===== src/rtl/hdmi_panel_io_ctrl.sv =====
// Front-panel I/O controller: synchronised, debounced switch channels with
// edge pulses, and registered LED drivers with off/on/follow/blink modes.
module hdmi_panel_io_ctrl #(
    parameter int N_SW            = 4,
    parameter int N_LED           = 4,
    parameter int SYNC_STAGES     = 2,
    parameter int DEBOUNCE_CYCLES = 1250000,
    parameter int BLINK_CYCLES    = 31250000
) (
    input  logic               clk,
    input  logic               rst,
    input  logic [N_SW-1:0]    sw,
    input  logic [N_LED-1:0]   status,
    input  logic [2*N_LED-1:0] led_mode,
    output logic [N_SW-1:0]    sw_db,
    output logic [N_SW-1:0]    sw_rise,
    output logic [N_SW-1:0]    sw_fall,
    output logic [N_LED-1:0]   led,
    output logic               blink_phase
);

    localparam int DB_W = $clog2(DEBOUNCE_CYCLES);
    localparam int BK_W = (BLINK_CYCLES > 1) ? $clog2(BLINK_CYCLES) : 1;
    localparam logic [DB_W-1:0] DB_LAST = DB_W'(DEBOUNCE_CYCLES - 1);
    localparam logic [BK_W-1:0] BK_LAST = BK_W'(BLINK_CYCLES - 1);

    typedef enum logic [1:0] {
        LED_OFF    = 2'b00,
        LED_ON     = 2'b01,
        LED_FOLLOW = 2'b10,
        LED_BLINK  = 2'b11
    } led_mode_e;

    for (genvar i = 0; i < N_SW; i++) begin : g_sw
        logic [SYNC_STAGES-1:0] sync;
        logic [DB_W-1:0]        cnt;
        logic                   db;
        logic                   rise;
        logic                   fall;
        logic                   s;

        assign s          = sync[SYNC_STAGES-1];
        assign sw_db[i]   = db;
        assign sw_rise[i] = rise;
        assign sw_fall[i] = fall;

        // Any disagreement between the synchronised pin and the accepted level
        // must persist DEBOUNCE_CYCLES edges in a row; one agreeing sample restarts it.
        always_ff @(posedge clk or posedge rst) begin
            if (rst) begin
                sync <= '0;
                cnt  <= '0;
                db   <= 1'b0;
                rise <= 1'b0;
                fall <= 1'b0;
            end else begin
                // NOTE: non-blocking assignments keep every flop sampling the
                // pre-edge value, which is what makes the shift chain a chain.
                sync <= {sync[SYNC_STAGES-2:0], sw[i]};
                rise <= 1'b0;
                fall <= 1'b0;
                if (s == db) begin
                    cnt <= '0;
                end else if (cnt == DB_LAST) begin
                    db   <= s;
                    cnt  <= '0;
                    rise <= s;
                    fall <= ~s;
                end else begin
                    cnt <= cnt + 1'b1;
                end
            end
        end
    end

    logic [BK_W-1:0] blink_cnt;

    always_ff @(posedge clk or posedge rst) begin
        if (rst) begin
            blink_cnt   <= '0;
            blink_phase <= 1'b0;
        end else if (blink_cnt == BK_LAST) begin
            blink_cnt   <= '0;
            blink_phase <= ~blink_phase;
        end else begin
            blink_cnt <= blink_cnt + 1'b1;
        end
    end

    logic [N_LED-1:0] led_next;

    always_comb begin
        // NOTE: default first so every path assigns led_next and no latch is inferred.
        led_next = '0;
        for (int i = 0; i < N_LED; i++) begin
            case (led_mode_e'(led_mode[2*i +: 2]))
                LED_OFF:    led_next[i] = 1'b0;
                LED_ON:     led_next[i] = 1'b1;
                LED_FOLLOW: led_next[i] = status[i];
                LED_BLINK:  led_next[i] = status[i] & blink_phase;
                default:    led_next[i] = 1'b0;
            endcase
        end
    end

    always_ff @(posedge clk or posedge rst) begin
        if (rst) led <= '0;
        else     led <= led_next;
    end

endmodule

===== config.mk =====
export PLATFORM = sky130hd
export DESIGN_NAME = hdmi_panel_io_ctrl
export DESIGN_NICKNAME = d
export VERILOG_FILES = /design/src/rtl/hdmi_panel_io_ctrl.sv
export SDC_FILE = /design/constraint.sdc
export NUM_CORES = 1
export LEC_CHECK = 0
export CELL_PAD_IN_SITES_DETAIL_PLACEMENT = 1
export CELL_PAD_IN_SITES_GLOBAL_PLACEMENT = 1
export CORE_UTILIZATION = 47
export CTS_CLUSTER_DIAMETER = 60
export DETAILED_ROUTE_END_ITERATION = 8
export MAX_ROUTING_LAYER = met4
export PLACE_DENSITY_LB_ADDON = 0.1
export REMOVE_ABC_BUFFERS = 1
export SYNTH_ARGS = -nofsm -noshare
export SYNTH_HDL_FRONTEND = slang
export SYNTH_SLANG_ARGS = --single-unit
export TNS_END_PERCENT = 5

===== constraint.sdc =====
create_clock -name clk -period 6.7 [get_ports clk]
set_input_delay 2.01 -clock clk [delete_from_list [all_inputs] [get_ports clk]]
set_output_delay 2.01 -clock clk [all_outputs]
set_load 0.01 [all_outputs]

==> run summary <==
post-synthesis adder-cell area fraction - 0.982%
Vias - 4845
Layout area overhead - 16.4%
CTS tree - built
most common cell in the synthesized netlist - dfrtp_1
postcts setup bufs - 0
boundary pin count - 35
area leader, netlist - dfrtp_1
Synth Instances - 625
Net Sw Power - 0.396 mW
row count - 42
fillers - 1468
clock slew at reported path FFs - 60 ps
sequential share of the synthesized area - 52.6%
internal power - 1.44 mW
Hold Buf Count CTS - 0
average vias per placed instance - 5.77
Hold Violations, Final - 0
initial antenna violation count - 0
Post-synth top cells - 134 x dfrtp_1, 69 x nor2_1, 40 x nand3_1, 40 x xor2_1
fmax - 280 MHz
drt first pass iters - 5
clock share of power - 51.9%
reg-to-reg slack, setup - 4060 ps
RSZ-0062 raised after global routing - false
slowest stage delay, CP - 610 ps
hold path start - g_sw[2].sync[0]
r2r worst-path depth - 5
reg-to-reg critical path endpoint - g_sw[1].cnt[18]
routed len/inst - 17.4 um
DRC - 0
CP cell instances - clkdlybuf4s50_1
Comb pwr share - 3.0%
PwrDens - 248 mW/mm2
HPWL after DPL - 9620 um
WP buf/inv - 1
total power - 1.84 mW
main combinational cell family by area after synthesis - simple AND/OR/NAND/NOR gates
hold endpoint - g_sw[2].sync[1]
Nets - 674
Die Y - 118 um
Yosys warnings - 0
Seq pwr share - 45.1%
Top Metal Used - met4
Die Area - 0.0140 mm2
Critical Path RT - 4690 ps
final RePlAce weighted congestion - 0.789
Max FO, Critical Path - 6
compound-cell area share of the yosys netlist - 7.11%
Final TNS setup - 0 ps
status - finished, final reports clean
met3 WL - 354 um
crit path DAT - 1560 ps
PortBufs - 34
Max Cap Violations - 0
Metal-1 WL - 6550 um
Hold Crit Depth - 0
clk_lat worst skew - 420 ps
final setup fails - 0
post-cts sizing count - 0
final worst path period share - 53.3%
GRT Total Usage - 23.5%
utilization after layout - 56.0%
H-tree Lvls - 4
peak supply drop - 0.192 mV
DRT iter0 DRCs - 233
final setup margin - 3130 ps
fin crit period - 3570 ps
TritonCTS Buffers - 17
Min Hold Slack - 342 ps
xor/xnor share of the synthesized area - 9.48%
critical path's top delay family - buffers and inverters
global-route wire length before repair - 25400 um
final WL - 14600 um
asr flop ratio synth - 100%
count of cell types in the netlist - 42
Post-Syn Area - 0.00637 mm2
proportion of layout cells with a drive suffix above 1 - 7.68%
clk_skew - 12.9 ps
switching share of power - 21.5%
HP Class - flip-flop to flip-flop
Post-Synth Simple-Gate Area - 24.9%
EDFF count, synth - 0
worst setup path class - flip-flop to output port
vias in the first global route - 5206
DRT antenna net count - 0
grt total ovfl - 0
Starting Density - 48.1%
Slew @ Worst Pin - 1020 ps
CP Launch Type - flip-flop
top cell type's share of synthesized area - 52.6%
Max clock buf depth - 2
pin count of the biggest net entering global routing - 108
crit path capture type - output port
post-synthesis mux area share - 1.24%
DP Worst Slack - 3020 ps
Final Max Tran Viols - 0
antenna diode count - 0
origin of the critical flop-to-flop path - g_sw[1].cnt[5]
Yosys reg bits - 134
core area - 0.0132 mm2
ranking of synthesized cells by area - dfrtp_1 53%, xor2_1 5.5%, nor2_1 4.1%, xnor2_1 4.0%, nand3_1 3.1%
Slew HR - 31.6%
die width - 118 um
met2 routed WL - 7500 um
Mean Syn Cell Area - 10.2 um2
clk root buf - clkbuf_16
Num Clock Sinks - 134
Leakage - 3.02 nW
CP max stage cell - clkdlybuf4s50_1
top_reg_cell synth - dfrtp_1
[metrics by stage]
step,cells,instance area (um2)
floorplan,593,6200
global placement,808,6810
detailed placement,808,6810
CTS,840,7420
global route,840,7420
finish,840,7420
[metal layers]
metal  up-vias  GRT usage, %
met3        19          5.36
li1       2295             -
met5         -             -
met4         0          7.99
met1      2475          28.3
met2        56          38.9
[cell type report]
type                            instances  area, um2  share of cell area (%)
Timing Repair Buffer                   39        378                    5.09
Tap cell                              176        220                    2.97
Sequential cell                       134       3350                    45.2
Multi-Input combinational cell        444       2800                    37.7
Clock inverter                         13        155                    2.09
Clock buffer                           19        453                    6.10
Inverter                               15       61.3                   0.826
[sequential cells by signal, summed over array words and instances (netlist names)]
signal       cells
g_sw.rise        4
blink_cnt       25
blink_phase      1
g_sw.db          4
led              4
g_sw.sync        8
g_sw.fall        4
g_sw.cnt        84
[power by group through the flow]
stage / sequential [mW] / clock, mW / combinational, mW
after floorplan: 0.842 / 0 / 0.0281
after global placement: 0.842 / 0 / 0.0552
after detailed placement: 0.843 / 0 / 0.0572
after CTS: 0.829 / 0.976 / 0.0582
after global routing: 0.830 / 1.01 / 0.0633
final: 0.829 / 0.954 / 0.0556
[worst max path at each step]
stage | start | to | slack [ps] | depth (start not counted)
after floorplan | rst | blink_cnt[0] | 1110 | 1
after global placement | rst | g_sw[1].sync[1] | 3070 | 3
after detailed placement | rst | g_sw[1].db | 3020 | 3
after CTS | blink_phase | blink_phase | 3090 | 1
after global routing | blink_phase | blink_phase | 3060 | 1
final | blink_phase | blink_phase | 3130 | 1
[layout by cell type, fill, tap and decap left out, types with 4 or more instances in the layout]
cell type        Yosys  layout
and3_1              10      10
dfrtp_1            134     134
nor3_1               5       5
nand4_1             32      32
clkbuf_16            0      17
o31ai_1             17      16
clkinv_2             0       5
nor4_1              12      12
xor2_1              40      40
inv_1               15      14
or4_1               22      22
and4_1              13      13
nor4b_1              4       4
or3_1               19      19
xnor2_1             29      29
a21oi_1             32      32
nor2_1              69      69
clkdlybuf4s50_1      0      34
buf_4               12       5
o21ai_0             24      22
nand3_1             40      40
o211ai_1             4       4
nor3b_1             10      10
nand2_1             29      29
ha_1                 5       5
[kinds of logic (layout without fill, tap and decap cells)]
group / Yosys count / count (layout)
AO/OA/AOI/OAI: 79 / 79
XOR/XNOR: 69 / 69
adder cells (fa/ha/maj): 5 / 5
buffers and inverters: 47 / 86
flip-flops: 134 / 134
multiplexers: 7 / 7
AND/OR/NAND/NOR: 284 / 284
No activity file was read; power rests on OpenSTA's default activity.
